[src/rtl/ddr3_cache_pkg.sv]
// Shared constants and types for the DDR3 frame-cache write path:
// MIG command codes, default ping-pong buffer layout and FSM encoding.
package ddr3_cache_pkg;

    localparam logic [2:0] CMD_WRITE = 3'b000;
    localparam logic [2:0] CMD_READ  = 3'b001;

    localparam logic [27:0] DEF_FRAME0_BASE = 28'h0000000;
    localparam logic [27:0] DEF_FRAME1_BASE = 28'h0100000;
    // 752 x 480 pixels x 2 bytes / 16 bytes per beat
    localparam int          DEF_FRAME_BEATS = 45120;

    typedef enum logic [1:0] {
        S_IDLE  = 2'd0,
        S_ARM   = 2'd1,
        S_BURST = 2'd2,
        S_DRAIN = 2'd3
    } state_e;

endpackage

[src/rtl/ddr3_beat_hs.sv]
// Two-flag handshake tracker for one MIG write beat. The command and data
// channels are offered together and may be accepted in different cycles;
// each channel stops asserting its valid once accepted, and beat_done fires
// in the cycle the second (or both) acceptances land.
module ddr3_beat_hs (
    input  logic clk,
    input  logic rst_n,
    input  logic active,
    input  logic app_rdy,
    input  logic wdf_rdy,
    output logic app_en,
    output logic wdf_wren,
    output logic beat_done
);

    logic cmd_ok;
    logic data_ok;
    logic cmd_hit;
    logic data_hit;

    assign app_en    = active && !cmd_ok;
    assign wdf_wren  = active && !data_ok;
    assign cmd_hit   = app_en && app_rdy;
    assign data_hit  = wdf_wren && wdf_rdy;
    assign beat_done = active && (cmd_ok || cmd_hit) && (data_ok || data_hit);

    // Remember which channel has already been accepted for the current beat.
    always_ff @(posedge clk or negedge rst_n) begin
        if (!rst_n) begin
            cmd_ok  <= 1'b0;
            data_ok <= 1'b0;
        end else if (!active || beat_done) begin
            // NOTE: non-blocking assignments keep every flop updating from
            // the same pre-edge values, so the flags never see each other's
            // new value within a cycle.
            cmd_ok  <= 1'b0;
            data_ok <= 1'b0;
        end else begin
            if (cmd_hit) begin
                cmd_ok <= 1'b1;
            end
            if (data_hit) begin
                data_ok <= 1'b1;
            end
        end
    end

endmodule

[src/rtl/ddr3_wr_burst_ctrl.sv]
// Write-side DDR3 master: moves 128-bit words from the capture FIFO (FWFT)
// into one of two ping-pong frame buffers through the MIG native interface,
// in BURST_LEN-beat bursts gated by FIFO fill level. A frame-clear pulse
// swaps buffers and publishes the base of the frame just completed.
module ddr3_wr_burst_ctrl
    import ddr3_cache_pkg::*;
#(
    parameter int                ADDR_W      = 28,
    parameter int                DATA_W      = 128,
    parameter int                CNT_W       = 10,
    parameter int                BURST_LEN   = 16,
    parameter int                ADDR_STEP   = 8,
    parameter logic [ADDR_W-1:0] FRAME0_BASE = DEF_FRAME0_BASE,
    parameter logic [ADDR_W-1:0] FRAME1_BASE = DEF_FRAME1_BASE,
    parameter int                FRAME_BEATS = DEF_FRAME_BEATS
) (
    input  logic                i_clk,
    input  logic                i_rst_n,
    input  logic                i_calib_done,
    input  logic                i_frame_clr,
    input  logic [DATA_W-1:0]   i_fifo_dout,
    input  logic                i_fifo_empty,
    input  logic [CNT_W-1:0]    i_fifo_rd_count,
    output logic                o_fifo_rden,
    output logic [ADDR_W-1:0]   o_app_addr,
    output logic [2:0]          o_app_cmd,
    output logic                o_app_en,
    input  logic                i_app_rdy,
    output logic [DATA_W-1:0]   o_app_wdf_data,
    output logic                o_app_wdf_wren,
    output logic                o_app_wdf_end,
    output logic [DATA_W/8-1:0] o_app_wdf_mask,
    input  logic                i_app_wdf_rdy,
    output logic                o_wr_frame_idx,
    output logic [ADDR_W-1:0]   o_rd_frame_base,
    output logic                o_frame_done,
    output logic                o_overflow,
    output logic                o_busy
);

    localparam int BEAT_W = $clog2(FRAME_BEATS + 1);
    localparam int BCNT_W = (BURST_LEN > 1) ? $clog2(BURST_LEN) : 1;

    state_e            state;
    logic [ADDR_W-1:0] wr_addr;
    logic [BEAT_W-1:0] beat_cnt;
    logic [BCNT_W-1:0] burst_cnt;
    logic              clr_pend;
    logic              beat_gap;
    logic              wr_frame_idx;
    logic [ADDR_W-1:0] rd_frame_base;
    logic              frame_done;
    logic              overflow;

    logic              beat_active;
    logic              beat_done;
    logic              app_en;
    logic              wdf_wren;

    // A beat is offered in S_BURST except in the cycle right after a beat
    // completes, which lets the FWFT head advance to the next word. Losing
    // calibration withdraws the offer in the same cycle.
    assign beat_active = i_calib_done && (state == S_BURST) && !beat_gap;

    ddr3_beat_hs u_beat_hs (
        .clk       (i_clk),
        .rst_n     (i_rst_n),
        .active    (beat_active),
        .app_rdy   (i_app_rdy),
        .wdf_rdy   (i_app_wdf_rdy),
        .app_en    (app_en),
        .wdf_wren  (wdf_wren),
        .beat_done (beat_done)
    );

    // Main controller: calibration gating, buffer swap, burst sequencing and
    // overflow drain.
    always_ff @(posedge i_clk or negedge i_rst_n) begin
        if (!i_rst_n) begin
            state         <= S_IDLE;
            wr_addr       <= FRAME0_BASE;
            beat_cnt      <= '0;
            burst_cnt     <= '0;
            clr_pend      <= 1'b0;
            beat_gap      <= 1'b0;
            wr_frame_idx  <= 1'b0;
            rd_frame_base <= FRAME1_BASE;
            frame_done    <= 1'b0;
            overflow      <= 1'b0;
        end else begin
            frame_done <= 1'b0;
            beat_gap   <= 1'b0;

            // Frame clears seen before calibration are meaningless; later
            // ones wait (and merge) until the controller is between bursts.
            if (i_frame_clr && (state != S_IDLE)) begin
                clr_pend <= 1'b1;
            end

            if (!i_calib_done) begin
                state <= S_IDLE;
            end else begin
                case (state)
                    S_IDLE: begin
                        state <= S_ARM;
                    end

                    S_ARM: begin
                        if (clr_pend) begin
                            clr_pend      <= 1'b0;
                            wr_frame_idx  <= !wr_frame_idx;
                            wr_addr       <= wr_frame_idx ? FRAME0_BASE : FRAME1_BASE;
                            rd_frame_base <= wr_frame_idx ? FRAME1_BASE : FRAME0_BASE;
                            frame_done    <= 1'b1;
                            beat_cnt      <= '0;
                            overflow      <= 1'b0;
                        end else if (overflow && !i_fifo_empty) begin
                            state <= S_DRAIN;
                        end else if (!overflow &&
                                     (i_fifo_rd_count >= CNT_W'(BURST_LEN))) begin
                            // an overflowed frame never issues further writes
                            burst_cnt <= '0;
                            state     <= S_BURST;
                        end
                    end

                    S_BURST: begin
                        if (beat_done) begin
                            wr_addr   <= wr_addr + ADDR_W'(ADDR_STEP);
                            beat_cnt  <= beat_cnt + BEAT_W'(1);
                            burst_cnt <= burst_cnt + BCNT_W'(1);
                            beat_gap  <= 1'b1;
                            if (beat_cnt == BEAT_W'(FRAME_BEATS - 1)) begin
                                overflow <= 1'b1;
                                state    <= S_ARM;
                            end else if (burst_cnt == BCNT_W'(BURST_LEN - 1)) begin
                                state <= S_ARM;
                            end
                        end
                    end

                    S_DRAIN: begin
                        if (i_fifo_empty || clr_pend) begin
                            state <= S_ARM;
                        end
                    end

                    default: begin
                        state <= S_IDLE;
                    end
                endcase
            end
        end
    end

    assign o_fifo_rden     = beat_done ||
                             ((state == S_DRAIN) && i_calib_done && !i_fifo_empty);
    assign o_app_addr      = wr_addr;
    assign o_app_cmd       = CMD_WRITE;
    assign o_app_en        = app_en;
    assign o_app_wdf_data  = wdf_wren ? i_fifo_dout : '0;
    assign o_app_wdf_wren  = wdf_wren;
    assign o_app_wdf_end   = wdf_wren;
    assign o_app_wdf_mask  = '0;
    assign o_wr_frame_idx  = wr_frame_idx;
    assign o_rd_frame_base = rd_frame_base;
    assign o_frame_done    = frame_done;
    assign o_overflow      = overflow;
    assign o_busy          = (state == S_BURST) || (state == S_DRAIN);

endmodule

[config.mk]
export PLATFORM = sky130hd
export DESIGN_NAME = ddr3_wr_burst_ctrl
export DESIGN_NICKNAME = d
export VERILOG_FILES = /design/src/rtl/ddr3_cache_pkg.sv /design/src/rtl/ddr3_beat_hs.sv /design/src/rtl/ddr3_wr_burst_ctrl.sv
export SDC_FILE = /design/constraint.sdc
export NUM_CORES = 1
export LEC_CHECK = 0
export CAP_MARGIN = 10
export CORE_AREA = 2 2 137 139
export CTS_CLUSTER_DIAMETER = 120
export DETAILED_ROUTE_END_ITERATION = 10
export DIE_AREA = 0 0 139 141
export GPL_TIMING_DRIVEN = 0
export MAX_ROUTING_LAYER = met4
export PLACE_DENSITY_LB_ADDON = 0.12
export SLEW_MARGIN = 20
export SYNTH_ARGS = -nofsm -noshare
export SYNTH_HDL_FRONTEND = slang
export SYNTH_SLANG_ARGS = --single-unit
[constraint.sdc]
create_clock -name i_clk -period 3.2 [get_ports i_clk]
set_clock_uncertainty 0.05 [all_clocks]
set_input_delay 0.64 -clock i_clk [delete_from_list [all_inputs] [get_ports i_clk]]
set_output_delay 0.64 -clock i_clk [all_outputs]
set_load 0.005 [all_outputs]
==> run metrics, run 1 <==
Congestion Overflow GR=0; data required time at the worst endpoint=2510 ps; Most used DFF post-synth=dfrtp_1; antenna viol nets, final=0; die area=19600 um^2; Synth Instances=510; status=finished, final reports clean; slew margin rel.=61.46%; largest fanout of any net on the critical path=10; cell area after layout=7919 um^2; deepest clock path buffer count=2; clock insertion delay at the later pin of the skew report=290 ps; cell-by-cell listing of the critical path=buf_6, nand4bb_4, nor2_4, clkbuf_8, buf_2, and2_1, clkdlybuf4s50_1; number of clock sinks=55; leakage power figure=3.415 nW; number of hold-slack violations in the final timing report=0; worst reg2reg path endpoint=o_app_addr[10]; crit path buf inv count=4; post-route insts no fill=1105; final worst path period share=96.19%; most common cell after layout, fill and taps aside=clkdlybuf4s50_1; YS warnings=0; cell with the biggest individual delay on the critical path=clkdlybuf4s50_1; clock root buffer master=clkbuf_16; antenna violations before repair=1; area growth from synthesis to final layout=88.19%; critical path endpoint=o_app_wdf_data[64]; sequential element share of the synthesized area=32.74%; final core occ=43.35%; portion of netlist area occupied by mux cells=2.141%; WL/cell=18.93 um; via count=4763; flip-flop and latch count after synthesis=55; register-to-register path setup slack=830 ps; post-synthesis cell type count=47; Final HPWL DP=17750 um; Remaining DRCs=0; CTS tree=done; Die X=139 um; Synth Area in Compound Gates=9.188%; Max Cap Viol=0; area inside the core boundary=18270 um^2; share of layout cells above drive strength 1=10.27%; Post-Synth XOR/XNOR Area=2.290%; synthesized-area fraction occupied by and/or/nand/nor cells=40.23%; Layout Nets=1015; clock period minus worst slack=3078 ps; post-synthesis average cell area=8.251 um^2; highest clock rate=0.3249 GHz; Tightest Pin Transition=578.2 ps; cell class contributing the biggest share of worst-path delay=buffers and inverters; critical path start-end classification=reg2out; detailed-router iteration count before antenna repair=4; Worst Reg-to-Reg Cells=8; slowest cell delay on critical path=530 ps; top cell type by total area after synthesis=dfrtp_1; global-route wire length before repair=30080 um; Reg-to-Reg Start=state[1]; Yosys top cell area share=32.11%; vertical extent of the die=141 um; commonest cells after routing, fill and taps aside=clkdlybuf4s50_1 (294), and2_1 (132), dfrtp_1 (54); instance count on the critical path=7; maximum number of pins on one net before global-route repair=31; initial drt markers=246; Avg Vias per Cell=4.310; sort of element at the end of the critical path=output port; number of buffers added on ports=302; number of fillers in the final layout=1841; maximum level of the CTS H-tree=2; number of placement rows=50; peak ir drop on the vdd network=0.2124 mV; Initial Utilization=23.03%; Clk pin slew, worst setup/hold paths=70 ps; fin. max-slew vios=0; Global Route Usage Sum=20.92%; arrival time at the worst endpoint=2390 ps; Post-synth EDFFs=0; arithmetic-cell share of the synthesized area counting full adders, half adders and majority gates=0.8921%; proportion of register bits with asynchronous set or reset after synthesis=100.0%; type of the most critical hold path=in2async; number of I/O pins=356; cell types with the largest area share after synthesis=dfrtp_1 (32%), and2_1 (20%), buf_4 (9.1%); summed instance area of the synthesized netlist=4208 um^2; final WL=20910 um; weighted congestion reported at the end of routability-driven placement=0.7907; vias in the first global route=4681; Worst Setup Start Kind=flip-flop; power density relative to cell area=314.1 nW/um^2; combinational family with the most area after synthesis=simple AND/OR/NAND/NOR gates; worst setup path startpoint=state[0]; number of endpoints failing setup at the final stage=0; Placed Cells incl. Taps=1095; clock buffers created by TritonCTS=5; placed inst area=7721 um^2
[cell families (layout without fill, tap and decap cells)]
group	after synthesis	count (layout)
simple gates	283	283
buf+inv	83	392
compound gates	65	65
flops	55	55
xor+xnor	11	11
mux	9	9
fa+ha+maj	3	3
other cells	1	53
[cells in the mapped netlist, types with 2 or more instances]
cell / n
a21oi_1: 23
and2_1: 132
and3_1: 6
and4_1: 4
buf_2: 2
buf_4: 51
clkbuf_1: 24
dfrtp_1: 54
ha_1: 3
inv_1: 3
mux2i_1: 9
nand2_1: 35
nand2b_1: 8
nand3_1: 20
nand4_1: 11
nor2_1: 19
nor3_1: 4
nor4_1: 8
nor4b_1: 5
o21ai_0: 19
o22ai_1: 2
o31ai_1: 15
or3_1: 7
or4_1: 14
xnor2_1: 2
xor2_1: 9
[how the worst min path moves through the flow]
stage | startpoint | end
floorplan | i_rst_n | beat_cnt[0]
global placement | o_rd_frame_base[20] | o_rd_frame_base[20]
detailed placement | o_rd_frame_base[20] | o_rd_frame_base[20]
CTS | i_rst_n | o_app_addr[18]
global route | i_rst_n | o_app_addr[27]
finish | i_rst_n | o_app_addr[27]
[flip-flops by register name, indices dropped and copies added (netlist names)]
| signal | flops |
|---|---|
| clr_pend | 1 |
| o_frame_done | 1 |
| o_overflow | 1 |
| o_wr_frame_idx | 1 |
| beat_cnt | 16 |
| beat_gap | 1 |
| o_rd_frame_base | 1 |
| burst_cnt | 4 |
| u_beat_hs.data_ok | 1 |
| u_beat_hs.cmd_ok | 1 |
| state | 2 |
| o_app_addr | 25 |
[stage by stage]
step | TNS, ps | setup WS, ps | total power (W) | hold slack (ps)
floorplan | 0 | 947.8 | 0.001256 | 294.4
detailed placement | -92250 | -876.4 | 0.001937 | 399.6
global placement | -117500 | -867.6 | 0.001941 | 400.3
global route | -0.3828 | -0.3828 | 0.002635 | 225.7
finish | 0 | 122.0 | 0.002488 | 202.1
CTS | 0 | 0.6315 | 0.002513 | 218.9
[layout make-up]
type / instances / area (um^2) / share of cell area, %
antenna: 4 / 10.01 / 0.1264
buffer: 78 / 531.8 / 6.715
clock buffer: 6 / 138.9 / 1.754
clock inverter: 1 / 5.005 / 0.06320
inverter: 3 / 11.26 / 0.1422
multi-input combinational: 420 / 2497 / 31.54
sequential: 55 / 1378 / 17.40
tap: 234 / 292.8 / 3.697
timing repair buffer: 304 / 3054 / 38.57
[timing repair]
item,4_1_cts,5_1_grt
resized for setup,21,12
hold buffers,0,0
setup endpoints to repair,131,101
pin swaps,0,1
setup buffers,0,1
[routing by layer]
layer / vias up / track usage, % / share of wire, %
met2: 186 / 36.19 / 51
met1: 2194 / 25.70 / 42
met5: - / - / 0
li1: 2369 / - / -
met3: 14 / 4.688 / 6.1
met4: 0 / 2.924 / 1.3
[where the power goes]
part           total [W]  switching [W]  internal, W
clock           0.000561       0.000254     0.000307
sequential      0.000799      0.0000498     0.000749
combinational    0.00113       0.000494     0.000634
total            0.00249       0.000797      0.00169
Power figures use the tool's default switching activity.
==> inputs of run 2 (changes only) <==
--- a/config.mk
+++ b/config.mk
@@ -5,6 +5,7 @@
 export SDC_FILE = /design/constraint.sdc
 export NUM_CORES = 1
 export LEC_CHECK = 0
+export ABC_CLOCK_PERIOD_IN_PS = 3200
 export CAP_MARGIN = 10
 export CORE_AREA = 2 2 137 139
 export CTS_CLUSTER_DIAMETER = 120
==> results of run 2 <==
The final DEF is identical to that of run 1; final timing and power are the same.
==> inputs of run 3 (changes only) <==
--- a/config.mk
+++ b/config.mk
@@ -5,7 +5,7 @@
 export SDC_FILE = /design/constraint.sdc
 export NUM_CORES = 1
 export LEC_CHECK = 0
-export ABC_CLOCK_PERIOD_IN_PS = 3200
+export ABC_CLOCK_PERIOD_IN_PS = 2800
 export CAP_MARGIN = 10
 export CORE_AREA = 2 2 137 139
 export CTS_CLUSTER_DIAMETER = 120
==> constraint.sdc (replaced) <==
create_clock -name i_clk -period 2.8 [get_ports i_clk]
set_clock_uncertainty 0.05 [all_clocks]
set_input_delay 0.56 -clock i_clk [delete_from_list [all_inputs] [get_ports i_clk]]
set_output_delay 0.56 -clock i_clk [all_outputs]
set_load 0.005 [all_outputs]
==> run metrics, run 3 (synthesis gave the netlist of run 1 again) <==
Avg Vias per Cell=4.324; antenna viol nets, final=0; global-route wire length before repair=30240 um; die area=19600 um^2; vias in the first global route=4697; antenna violations before repair=1; number of flip-flops in the largest register=25; initial drt markers=247; clock buffers created by TritonCTS=5; data required time at the worst endpoint=2190 ps; maximum number of pins on one net before global-route repair=31; Layout Nets=1019; number of endpoints failing setup at the final stage=0; worst path setup slack after routing=4.638 ps; cell with the biggest individual delay on the critical path=clkdlybuf4s50_1; critical path start-end classification=reg2out; Worst Setup Start Kind=flip-flop; Die X=139 um; setup repair after global routing missed its margin=true; Initial Utilization=23.03%; Final HPWL DP=17750 um; fin. max-slew vios=0; weighted congestion reported at the end of routability-driven placement=0.7907; leakage power figure=3.845 nW; number of placement rows=50; type of the most critical hold path=in2async; share of layout cells above drive strength 1=11.02%; clock root buffer master=clkbuf_16; final WL=20990 um; number of hold-slack violations in the final timing report=0; area inside the core boundary=18270 um^2; peak ir drop on the vdd network=0.2425 mV; CTS tree=done; arrival time at the worst endpoint=2190 ps; number of I/O pins=356; status=finished, final reports clean; Final Total Pwr=0.002825 W; vertical extent of the die=141 um; WL/cell=18.93 um; Global Route Usage Sum=21.01%; largest fanout of any net on the critical path=10; slew margin rel.=60.18%; area growth from synthesis to final layout=88.49%; Remaining DRCs=0; Tightest Pin Transition=597.3 ps; clock insertion delay at the later pin of the skew report=290 ps; worst slack at placement=-1116 ps; cell area after layout=7931 um^2; commonest cells after routing, fill and taps aside=clkdlybuf4s50_1 (216), and2_1 (130), dlygate4sd2_1 (74); placed inst area=7721 um^2; number of buffers added on ports=302; number of clock sinks=55; via count=4795; Congestion Overflow GR=0; deepest clock path buffer count=2; most common cell after layout, fill and taps aside=clkdlybuf4s50_1; Placed Cells incl. Taps=1095; Clk pin slew, worst setup/hold paths=70 ps; cell-by-cell listing of the critical path=buf_6, nand4bb_4, nor2_4, buf_8, clkbuf_4, and2_1, clkdlybuf4s50_1; Worst Reg-to-Reg Cells=8; final worst path period share=99.83%; clock period minus worst slack=2795 ps; post-route insts no fill=1109; detailed-router iteration count before antenna repair=4; sort of element at the end of the critical path=output port; Max Cap Viol=0; power density relative to cell area=356.2 nW/um^2; slowest cell delay on critical path=510 ps; maximum level of the CTS H-tree=2; highest clock rate=0.3577 GHz
==> run 3: cell types whose count changed in the layout (fill, tap and decap cells not counted), sizes merged <==
| cell | delta |
|---|---|
| clkdlybuf4s15 | +4 |
| buf | +3 |
| dlygate4sd2 | +73 |
| dlymetal6s2s | +2 |
| clkdlybuf4s50 | -78 |
==> run 3: what timing repair did <==
| action | in CTS | in global routing |
|---|---|---|
| buffers inserted | 3 | 1 |
| pin swaps | 3 | 2 |
| hold buffers | 0 | 0 |
| setup endpoints to repair | 140 | 64 |
| gates resized for setup | 119 | 14 |
==> run 3: per-layer routing <==
layer / track usage (%) / up-vias / share of wire (%)
met2: 36.53 / 183 / 51
met3: 4.857 / 13 / 6.0
met1: 25.62 / 2219 / 42
met5: - / - / 0
li1: - / 2380 / -
met4: 2.818 / 0 / 0.89
==> run 3: final timing paths <==
kind | endpoint | slack, ps | start
setup / recovery | o_app_wdf_data[30] | 5 | state[0]
hold / removal | o_app_addr[27] | 120 | i_rst_n
setup reg to reg | o_app_addr[10] | 420 | state[1]
hold reg to reg | o_rd_frame_base[20] | 410 | o_rd_frame_base[20]
max in group asynchronous | beat_cnt[15] | 2090 | i_rst_n
min in group i_clk | o_rd_frame_base[20] | 410 | o_rd_frame_base[20]
==> run 3: worst max-delay path: cells and delay by family, from the launching register on <==
family / cells / cell delay (ps)
buffers and inverters: 4 / 980
and+or+nand+nor: 3 / 530
DFF: 1 / 380
==> run 3: cell type report <==
| class | count | area [um^2] |
|---|---|---|
| timing repair buffer | 307 | 2997 |
| fill | 1846 | 10340 |
| tap | 234 | 292.8 |
| antenna | 4 | 10.01 |
| buffer | 79 | 590.6 |
| clock inverter | 1 | 5.005 |
| sequential | 55 | 1378 |
| multi-input combinational | 420 | 2509 |
| inverter | 3 | 11.26 |
| clock buffer | 6 | 138.9 |
==> run 3: metrics by stage <==
step	TNS, ps	utilization [%]	hold slack (ps)
final	0	43.42	125.0
after global routing	-2980	43.38	145.7
after floorplan	0	-	214.4
after global placement	-171020	42.17	400.3
after detailed placement	-128760	42.27	399.6
after CTS	-3547	43.20	138.9
==> run 3: power by group <==
part / total (W) / internal [W] / switching, W
sequential: 0.000913 / 0.000856 / 0.0000567
combinational: 0.00127 / 0.000699 / 0.000572
clock: 0.000641 / 0.000351 / 0.000290
total: 0.00283 / 0.00191 / 0.000919
